## config.mk

```make
export PLATFORM = sky130hd
export DESIGN_NAME = aes_spi_sched
export DESIGN_NICKNAME = d
export VERILOG_FILES = /design/src/rtl/aes_spi_pkg.sv /design/src/rtl/rr_arb2.sv /design/src/rtl/aes_spi_sched.sv
export SDC_FILE = /design/constraint.sdc
export NUM_CORES = 1
export LEC_CHECK = 0
export BUFFER_PORTS_ARGS = -buffer_cell sky130_fd_sc_hd__buf_2
export CAP_MARGIN = 20
export CORE_AREA = 2 2 302 304
export CTS_CLUSTER_DIAMETER = 200
export DETAILED_ROUTE_END_ITERATION = 12
export DIE_AREA = 0 0 304 306
export GPL_TIMING_DRIVEN = 1
export PLACE_DENSITY = 0.51
export SYNTH_ARGS = -nofsm -noshare
export SYNTH_HDL_FRONTEND = slang
export SYNTH_SLANG_ARGS = --single-unit
export TNS_END_PERCENT = 50
```

## constraint.sdc

```tcl
create_clock -name clk -period 4.3 [get_ports clk]
set_clock_uncertainty 0.1 [all_clocks]
set_input_delay 0.43 -clock clk [delete_from_list [all_inputs] [get_ports clk]]
set_output_delay 0.43 -clock clk [all_outputs]
set_load 0.005 [all_outputs]
```

## src/rtl/aes_spi_pkg.sv

```systemverilog
// Purpose: shared constants, state encoding and arbitration helper for the AES SPI scheduler.
// Latency: n/a (declarations only).
// Backpressure: n/a.
package aes_spi_pkg;

    localparam int AES_DATA_W  = 128;
    localparam int AES_TIMEOUT = 4095;

    typedef enum logic [2:0] {
        ST_IDLE     = 3'd0,
        ST_KEY_GO   = 3'd1,
        ST_KEY_WAIT = 3'd2,
        ST_BLK_GO   = 3'd3,
        ST_BLK_WAIT = 3'd4,
        ST_RSP      = 3'd5
    } sched_state_e;

    // Two-way round robin: a lone requester always wins, on a tie the one
    // that did not win last time goes next.
    function automatic logic [1:0] rr_pick(input logic [1:0] req, input logic last);
        logic [1:0] gnt;
        case (req)
            2'b01:   gnt = 2'b01;
            2'b10:   gnt = 2'b10;
            2'b11:   gnt = last ? 2'b01 : 2'b10;
            default: gnt = 2'b00;
        endcase
        return gnt;
    endfunction

endpackage

```

## src/rtl/rr_arb2.sv

```systemverilog
// Purpose: two-requester round-robin arbiter producing a one-hot grant.
// Latency: combinational, 0 cycles.
// Backpressure: none; the caller decides whether the grant is taken.
module rr_arb2
    import aes_spi_pkg::*;
(
    input  logic [1:0] req_i,
    input  logic       last_i,
    output logic [1:0] gnt_o
);

    // Grant selection is purely a function of who is asking and who won last.
    always_comb begin
        gnt_o = rr_pick(req_i, last_i);
    end

endmodule

```

## src/rtl/aes_spi_sched.sv

```systemverilog
// Purpose: owns the AES key and sequences key-load / block transfers over one SPI link for two requesters.
// Latency: grant->spi_start 1 cycle; spi_done rising edge->rsp_valid 1 cycle; timeout after TIMEOUT wait cycles.
// Backpressure: rsp_valid holds until rsp_ready; key and requests are only accepted while idle.
module aes_spi_sched
    import aes_spi_pkg::*;
#(
    parameter int DATA_W  = AES_DATA_W,
    parameter int TIMEOUT = AES_TIMEOUT
)
(
    input  logic                clk,
    input  logic                rst_n,
    input  logic                key_valid,
    input  logic [DATA_W-1:0]   key_data,
    output logic                key_ready,
    input  logic [1:0]          req_valid,
    input  logic [2*DATA_W-1:0] req_data,
    output logic [1:0]          req_ready,
    output logic                rsp_valid,
    input  logic                rsp_ready,
    output logic                rsp_id,
    output logic [DATA_W-1:0]   rsp_data,
    output logic                rsp_error,
    output logic                spi_start,
    output logic [DATA_W-1:0]   spi_tx,
    input  logic [DATA_W-1:0]   spi_rx,
    input  logic                spi_done
);

    localparam int                CNT_W   = $clog2(TIMEOUT + 1);
    localparam logic [CNT_W-1:0] CNT_MAX = CNT_W'(TIMEOUT);

    sched_state_e      state_q, state_d;
    logic [DATA_W-1:0] key_reg_q, key_reg_d;
    logic              key_dirty_q, key_dirty_d;
    logic              key_have_q, key_have_d;
    logic              rr_last_q, rr_last_d;
    logic              grant_id_q, grant_id_d;
    logic [CNT_W-1:0]  wait_cnt_q, wait_cnt_d;
    logic [DATA_W-1:0] blk_q, blk_d;
    logic [DATA_W-1:0] rsp_data_q, rsp_data_d;
    logic              rsp_error_q, rsp_error_d;
    // Registered copy of "state is IDLE": keeps key_ready/req_ready low while in reset.
    logic              idle_q, idle_d;
    logic              done_q;

    logic [1:0]        gnt;
    logic              accept_key;
    logic              accept_req;
    logic              done_rise;
    logic              wait_hit;

    rr_arb2 u_arb (
        .req_i  (req_valid),
        .last_i (rr_last_q),
        .gnt_o  (gnt)
    );

    assign accept_key = idle_q & key_valid;
    assign accept_req = idle_q & ~key_valid & (|gnt);
    assign done_rise  = spi_done & ~done_q;
    assign wait_hit   = (wait_cnt_q == CNT_MAX);

    assign key_ready  = idle_q;
    assign req_ready  = accept_req ? gnt : 2'b00;
    assign rsp_valid  = (state_q == ST_RSP);
    assign rsp_id     = grant_id_q;
    assign rsp_data   = rsp_data_q;
    assign rsp_error  = rsp_error_q;
    assign spi_start  = (state_q == ST_KEY_GO) || (state_q == ST_BLK_GO);

    // Transmit word is held for the whole GO/WAIT span so SPI_Main sees a stable value.
    always_comb begin
        spi_tx = '0;
        case (state_q)
            ST_KEY_GO, ST_KEY_WAIT: spi_tx = key_reg_q;
            ST_BLK_GO, ST_BLK_WAIT: spi_tx = blk_q;
            default:                spi_tx = '0;
        endcase
    end

    // Next-state logic: key bookkeeping, arbitration capture, wait timer and response capture.
    always_comb begin
        state_d     = state_q;
        key_reg_d   = key_reg_q;
        key_dirty_d = key_dirty_q;
        key_have_d  = key_have_q;
        rr_last_d   = rr_last_q;
        grant_id_d  = grant_id_q;
        wait_cnt_d  = wait_cnt_q;
        blk_d       = blk_q;
        rsp_data_d  = rsp_data_q;
        rsp_error_d = rsp_error_q;

        unique case (state_q)
            ST_IDLE: begin
                if (accept_key) begin
                    // Key write wins over requests; a later write simply overwrites.
                    key_reg_d   = key_data;
                    key_dirty_d = 1'b1;
                end else if (accept_req) begin
                    blk_d      = gnt[1] ? req_data[2*DATA_W-1:DATA_W] : req_data[DATA_W-1:0];
                    grant_id_d = gnt[1];
                    rr_last_d  = gnt[1];
                    if (!key_have_q && !key_dirty_q) begin
                        rsp_error_d = 1'b1;
                        rsp_data_d  = '0;
                        state_d     = ST_RSP;
                    end else if (key_dirty_q) begin
                        state_d = ST_KEY_GO;
                    end else begin
                        state_d = ST_BLK_GO;
                    end
                end
            end
            ST_KEY_GO: begin
                wait_cnt_d = '0;
                state_d    = ST_KEY_WAIT;
            end
            ST_KEY_WAIT: begin
                if (done_rise) begin
                    key_dirty_d = 1'b0;
                    key_have_d  = 1'b1;
                    state_d     = ST_BLK_GO;
                end else if (wait_hit) begin
                    // Link state is unknown after a timeout: force a key resend next time.
                    key_have_d  = 1'b0;
                    key_dirty_d = 1'b1;
                    rsp_error_d = 1'b1;
                    rsp_data_d  = '0;
                    state_d     = ST_RSP;
                end else begin
                    wait_cnt_d = wait_cnt_q + 1'b1;
                end
            end
            ST_BLK_GO: begin
                wait_cnt_d = '0;
                state_d    = ST_BLK_WAIT;
            end
            ST_BLK_WAIT: begin
                if (done_rise) begin
                    rsp_data_d  = spi_rx;
                    rsp_error_d = 1'b0;
                    state_d     = ST_RSP;
                end else if (wait_hit) begin
                    key_have_d  = 1'b0;
                    key_dirty_d = 1'b1;
                    rsp_error_d = 1'b1;
                    rsp_data_d  = '0;
                    state_d     = ST_RSP;
                end else begin
                    wait_cnt_d = wait_cnt_q + 1'b1;
                end
            end
            ST_RSP: begin
                if (rsp_ready) begin
                    state_d = ST_IDLE;
                end
            end
            default: begin
                state_d = ST_IDLE;
            end
        endcase
    end

    assign idle_d = (state_d == ST_IDLE);

    // State and datapath registers; reset abandons any transaction in flight.
    always_ff @(posedge clk or negedge rst_n) begin
        if (!rst_n) begin
            state_q     <= ST_IDLE;
            key_reg_q   <= '0;
            key_dirty_q <= 1'b0;
            key_have_q  <= 1'b0;
            rr_last_q   <= 1'b1;
            grant_id_q  <= 1'b0;
            wait_cnt_q  <= '0;
            blk_q       <= '0;
            rsp_data_q  <= '0;
            rsp_error_q <= 1'b0;
            idle_q      <= 1'b0;
            done_q      <= 1'b0;
        end else begin
            state_q     <= state_d;
            key_reg_q   <= key_reg_d;
            key_dirty_q <= key_dirty_d;
            key_have_q  <= key_have_d;
            rr_last_q   <= rr_last_d;
            grant_id_q  <= grant_id_d;
            wait_cnt_q  <= wait_cnt_d;
            blk_q       <= blk_d;
            rsp_data_q  <= rsp_data_d;
            rsp_error_q <= rsp_error_d;
            idle_q      <= idle_d;
            done_q      <= spi_done;
        end
    end

endmodule
```

Word level (Yosys, flattened, before mapping)
Cells that the tools add are included.
Cells by class
  reduce and logical (&&, ||, !) cells: 20
  add/subtract/negate cells: 1
  equality and inequality tests: 17
  multiplexer cells: 40
  bitwise operators: 7
Operator list (number)
  128-bit two-way mux: 7
  128-bit one-hot mux with 3 select lines: 1
  128-bit one-hot mux with 2 select lines: 1
  12-bit two-way mux: 2
  12-bit one-hot mux with 2 select lines: 1
  3-bit two-way mux: 7
  3-bit one-hot mux with 6 select lines: 1
  2-bit inequality test (second input constant): 8
  1-bit two-way mux: 13
  12-bit by 1-bit adder with 12-bit output (second input constant): 1
  12-bit equality test (second input constant): 1
  2-bit OR reduction: 5
  3-bit AND reduction: 3
  3-bit by 2-bit equality test with 1-bit output (second input constant): 2
  3-bit equality test (second input constant): 2
  3-bit logical NOT: 2
  2-bit two-way mux: 3
  1-bit one-hot mux with 3 select lines: 2
  2-bit one-hot mux with 3 select lines: 1
  5-bit AND reduction: 1
  1-bit AND: 4
  2-bit equality test (second input constant): 2
  2-bit AND reduction: 2
  2-bit nonzero test: 2
  8 further kinds: 11
Storage, ports and cells
  word-level logic and storage cells: 97
  output and inout bits: 263
  input port bits: 519
  register bits after elaboration: 406

Depth between registers and ports, before layout
  depth in word-level cells: 8
  depth in mapped cells: 8
  depth with buffers taken out: 5

Hierarchy
Synthesis repeated with hierarchy kept, for this count alone.
Second synthesis, totals
  cells, all modules: 1413
  area total of the unflattened synthesis: 17530.6 sq um
Modules (own cells, without submodules)
  aes_spi_sched: cells each 1410, instances 1, seq. area each 10161.0 sq um, area each 17511.8 sq um
  rr_arb2: cells each 3, instances 1, seq. area each 0.0 sq um, area each 18.8 sq um

Least setup slack after synthesis
No wires, ideal clock.
  kind: reg-to-reg
  from: reg wait_cnt_q[0]
  to: reg rsp_data_q[100], in the netlist rsp_data[100]
  buffers on the path: 3
  period minus slack after synthesis: 2.220 ns
  cell stages (with the launch flop): 9
  arrival time: 1.994 ns
  setup slack: 2.080 ns
  required time: 4.075 ns
  library setup time: 0.125 ns
  cell sequence: dfrtp_1 > ha_1 > nand4_1 > or3_1 > buf_2 > a311oi_4 > buf_12 > buf_12 > o21ai_2
On the way
  cells in the longest elaborated chain, start to end: 4
  elaborated cells on any way between the ends: 5
  classes of those cells: eq/ne (1); mux (4)
RTL lines
  from (decl): RTL line aes_spi_sched.sv:39  | logic [CNT_W-1:0] wait_cnt_q, wait_cnt_d;
  from (signal assigned): RTL line aes_spi_sched.sv:190  | wait_cnt_q <= wait_cnt_d;
  12-bit equality test *: RTL line aes_spi_sched.sv:62  | assign wait_hit = (wait_cnt_q == CNT_MAX);
  128-bit two-way mux *
  128-bit two-way mux, on equally long branches
  128-bit one-hot mux with 3 select lines *
  to (signal assigned): RTL line aes_spi_sched.sv:192  | rsp_data_q <= rsp_data_d;
  to (decl): RTL line aes_spi_sched.sv:41  | logic [DATA_W-1:0] rsp_data_q, rsp_data_d;
Every way passes the cells marked *; elsewhere a longest branch is shown, timed or not. The select of a mux whose other input is x is not followed.
A chain may end at the register's enable or synchronous reset.

Final worst setup path
  from: reg state_q[0]
  to: out spi_tx[111]
On the way
  cells in the longest elaborated chain, start to end: 3
  elaborated cells on any way between the ends: 7
  classes of those cells: eq/ne (4); mux (1); reduce/logical (2)
RTL lines
  from (decl): RTL line aes_spi_sched.sv:33  | sched_state_e state_q, state_d;
  from (signal assigned): RTL line aes_spi_sched.sv:184  | state_q <= state_d;
  3-bit by 2-bit equality test with 1-bit output (tied with other cells): RTL line aes_spi_sched.sv:75  | case (state_q)
  2-bit OR reduction: RTL line aes_spi_sched.sv:75
  128-bit one-hot mux with 2 select lines *: RTL line aes_spi_sched.sv:75
  to (decl): RTL line aes_spi_sched.sv:25  | output logic [DATA_W-1:0] spi_tx,
Every way passes the cells marked *; elsewhere a longest branch is shown, timed or not.

==> results.py <==
metrics = {
    "run_status": {
        "status": "complete, no violations",
    },
    "cells_and_area": {
        "area_delta_synth_final_pct": 50.5,
        "drive_gt1_share_pct": 42.4,
        "nFillCells": 9241,
        "final_cell_mix": "buf_2 (780), dfrtp_1 (404), dlygate4sd3_1 (305)",
        "layout_commonest_cell": "buf_2",
        "final_nets": 3277,
    },
    "setup_path": {
        "worstSetupStartpointType": "flip-flop",
        "r2r_start": "wait_cnt_q[0]",
        "required_ns": 3.77,
        "critical_path_buf_inv_count": 2,
        "cp.arrival_ns": 3.15,
        "cp_slowest_cell": "dfrtp_4",
        "reg2reg_depth": 7,
        "crit_fanout": 60,
        "cp_top_family": "flip-flops",
        "worst_path_largest_cell_delay_ns": 0.91,
        "path_class": "flip-flop to output pin",
        "r2r_end": "rsp_data[127]",
        "crit_chain": "xnor2_1, nor2_4, buf_4, a22o_1, buf_2",
        "worstSetupEndpointType": "output pin",
        "r2r_slack_ns": 1.24,
    },
    "sta": {
        "worst_slew_pin_slew_ns": 1.05,
        "final_max_slew_viol_count": 0,
        "timing.setup.tns_ns": 0,
        "fmax_ghz": 0.272,
        "period_share_pct": 85.6,
        "relSlewSlack_pct": 30.3,
        "rsz0062_at_grt": "no",
        "finalHoldViolCount": 0,
        "min_period_ns": 3.68,
        "setup_viol_count_final": 0,
        "hold_ws_ns": 0.0510,
    },
    "global_route": {
        "grt_pass1_vias": 18400,
        "grt_max_degree": 130,
        "track_usage_pct": 15.6,
        "grt_pass1_wl_um": 114000,
        "grt_antenna_before_repair": 5,
        "grt_overflow_total": 0,
    },
    "route": {
        "vias_per_cell": 4.55,
        "route.detailed.drc": 0,
        "drt_iter0_markers": 1204,
        "routedWlPerCell_um": 18.9,
        "drt-pass1-iter-count": 7,
        "ant_nets": 0,
        "vias": 18100,
        "wl_um": 75100,
    },
    "cts": {
        "cts_tree": "yes",
        "cts_hold_buf": 305,
        "clock-sinks": 406,
        "cts_made_buffers": 49,
        "post_cts_resized": 0,
        "cts_buffer_depth": 3,
        "htree_levels": 2,
        "root_buffer": "clkbuf_16",
        "clkTransAtPathRegs_ns": 0.06,
        "postCtsSetupBuffers": 0,
        "clock_latency_ns": 0.59,
    },
    "die": {
        "die-area_um2": 93000,
        "start_util_pct": 21.8,
        "io_pins": 782,
        "core-area_um2": 89600,
        "rows": 110,
        "dieWidth_um": 304,
        "die_y_um": 306,
    },
    "yosys": {
        "yosysSeqAreaShare_pct": 52.1,
        "ys.flop_type": "dfrtp_1",
        "ys_ff_latch": 406,
        "yosys_warnings": 0,
        "synthesis.area_um2": 19500,
        "synth_cell_types": 43,
        "synth.avg_cell_area_um2": 11.3,
        "synthCells": 1726,
        "synth_xor_area_share_pct": 0.0449,
        "synth.area.mux_share_pct": 14.7,
        "synthSimpleGateAreaFrac_pct": 4.45,
        "syn-num-nets": 2246,
        "synth_top_family_by_area": "compound AO/OA/AOI/OAI gates",
        "async_flop_share_pct": 100,
        "synth_edf_count": 0,
        "synth_fa_ha_area_share_pct": 0.0642,
        "synth_compound_area_share_pct": 24.1,
    },
    "pwr": {
        "p_leak_nw": 13.1,
        "vdd_ir_drop_max_uv": 351,
        "powerDensity_nw_per_um2": 687,
    },
    "hold_path": {
        "hold_path_depth": 3,
        "holdPathEnd": "blk_q[32]",
        "min_from": "req_data[160]",
        "hp-class": "primary input to flip-flop",
    },
    "place": {
        "gp_congestion": 0.849,
        "port_buffers": 781,
        "dp_hpwl_um": 52800,
    },
    "job": {
        "drv_cap": 0,
    },
}
-- flip-flops by register name, indices dropped and copies added, names as in the netlist --
register and cells:
done_q 1, wait_cnt_q 12, key_ready 1, rsp_data 128, rr_last_q 1, key_have_q 1
key_dirty_q 1, state_q 3, rsp_error 1, rsp_id 1, blk_q 128, key_reg_q 128
-- final cells by class --
type	count	area (um2)	area share [%]
Antenna cell	1	2.50	0.00852
Clock buffer	64	1300	4.44
Clock inverter	23	274	0.933
Inverter	8	30.0	0.102
Multi-Input combinational cell	1150	8510	29.0
Sequential cell	406	10200	34.6
Tap cell	1176	1470	5.01
Timing Repair Buffer	1142	7600	25.9
-- per-stage QoR --
step | instances | instance area, um2 | setup slack (ns) | power [mW] | utilization (%)
after global placement | 3576 | 24700 | 1.18 | 15.8 | 27.6
final | 3970 | 29400 | 0.620 | 20.2 | 32.8
after global routing | 3970 | 29400 | 0.385 | 21.5 | 32.8
after detailed placement | 3577 | 24700 | 1.15 | 15.8 | 27.6
after floorplan | 1726 | 19500 | 2.08 | 11.8 | -
after CTS | 3969 | 29400 | 0.473 | 20.4 | 32.8
-- worst reg2reg max path, stage by stage (launching register included) --
cell	delay (ns)
dfrtp_1	0.38
ha_1	0.25
nand4_1	0.21
or3_4	0.71
a311oi_4	0.43
buf_12	0.29
buf_12	0.34
o21ai_1	0.19
-- power breakdown --
| group | internal (mW) | switching [mW] |
|---|---|---|
| logic | 4.37 | 4.54 |
| clock network | 2.44 | 1.72 |
| registers | 5.69 | 1.42 |
-- worst max path at each step --
| stage | startpoint | end | cells after the start |
|---|---|---|---|
| after global routing | state_q[0] | spi_tx[38] | 5 |
| after floorplan | wait_cnt_q[0] | rsp_data[100] | 8 |
| after CTS | state_q[0] | spi_tx[111] | 5 |
| after global placement | state_q[0] | spi_tx[111] | 5 |
| after detailed placement | state_q[0] | spi_tx[111] | 5 |
| final | state_q[0] | spi_tx[111] | 5 |
-- synthesized netlist by cell type, types with 4 or more instances --
library cell,instances,area [um2]
a211oi_1,4,30.0
a21oi_1,136,681
a22o_1,129,1130
a22oi_1,128,961
buf_1,4,15.0
buf_12,11,220
buf_2,43,215
clkbuf_1,101,379
dfrtp_1,405,10100
inv_1,7,26.3
mux2_2,131,1480
mux2i_1,139,1390
nand2_1,21,78.8
nand2b_1,4,25.0
nand3_1,6,30.0
nor2_1,140,526
nor2b_1,4,25.0
o21ai_0,139,696
o21ai_1,8,40.0
o21ai_2,120,1050
or2_2,11,68.8
-- cells by family after synthesis --
kind of cell	Yosys count
flip-flops	406
buffers and inverters	170
AO/OA/AOI/OAI	675
adder cells (fa/ha/maj)	1
AND/OR/NAND/NOR	203
XOR/XNOR	1
multiplexers	270
-- layer usage --
metal  routed length (um)  part of all wire, %  track usage (%)  up-vias
li1                     -                    -                -     8470
met1                32000                   43             20.1     8895
met2                36700                   49             26.3      578
met3                 4290                  5.7             3.14      127
met4                 2140                  2.8             4.79        6
met5                   30                0.040                0        -
Power figures use the tool's default switching activity.
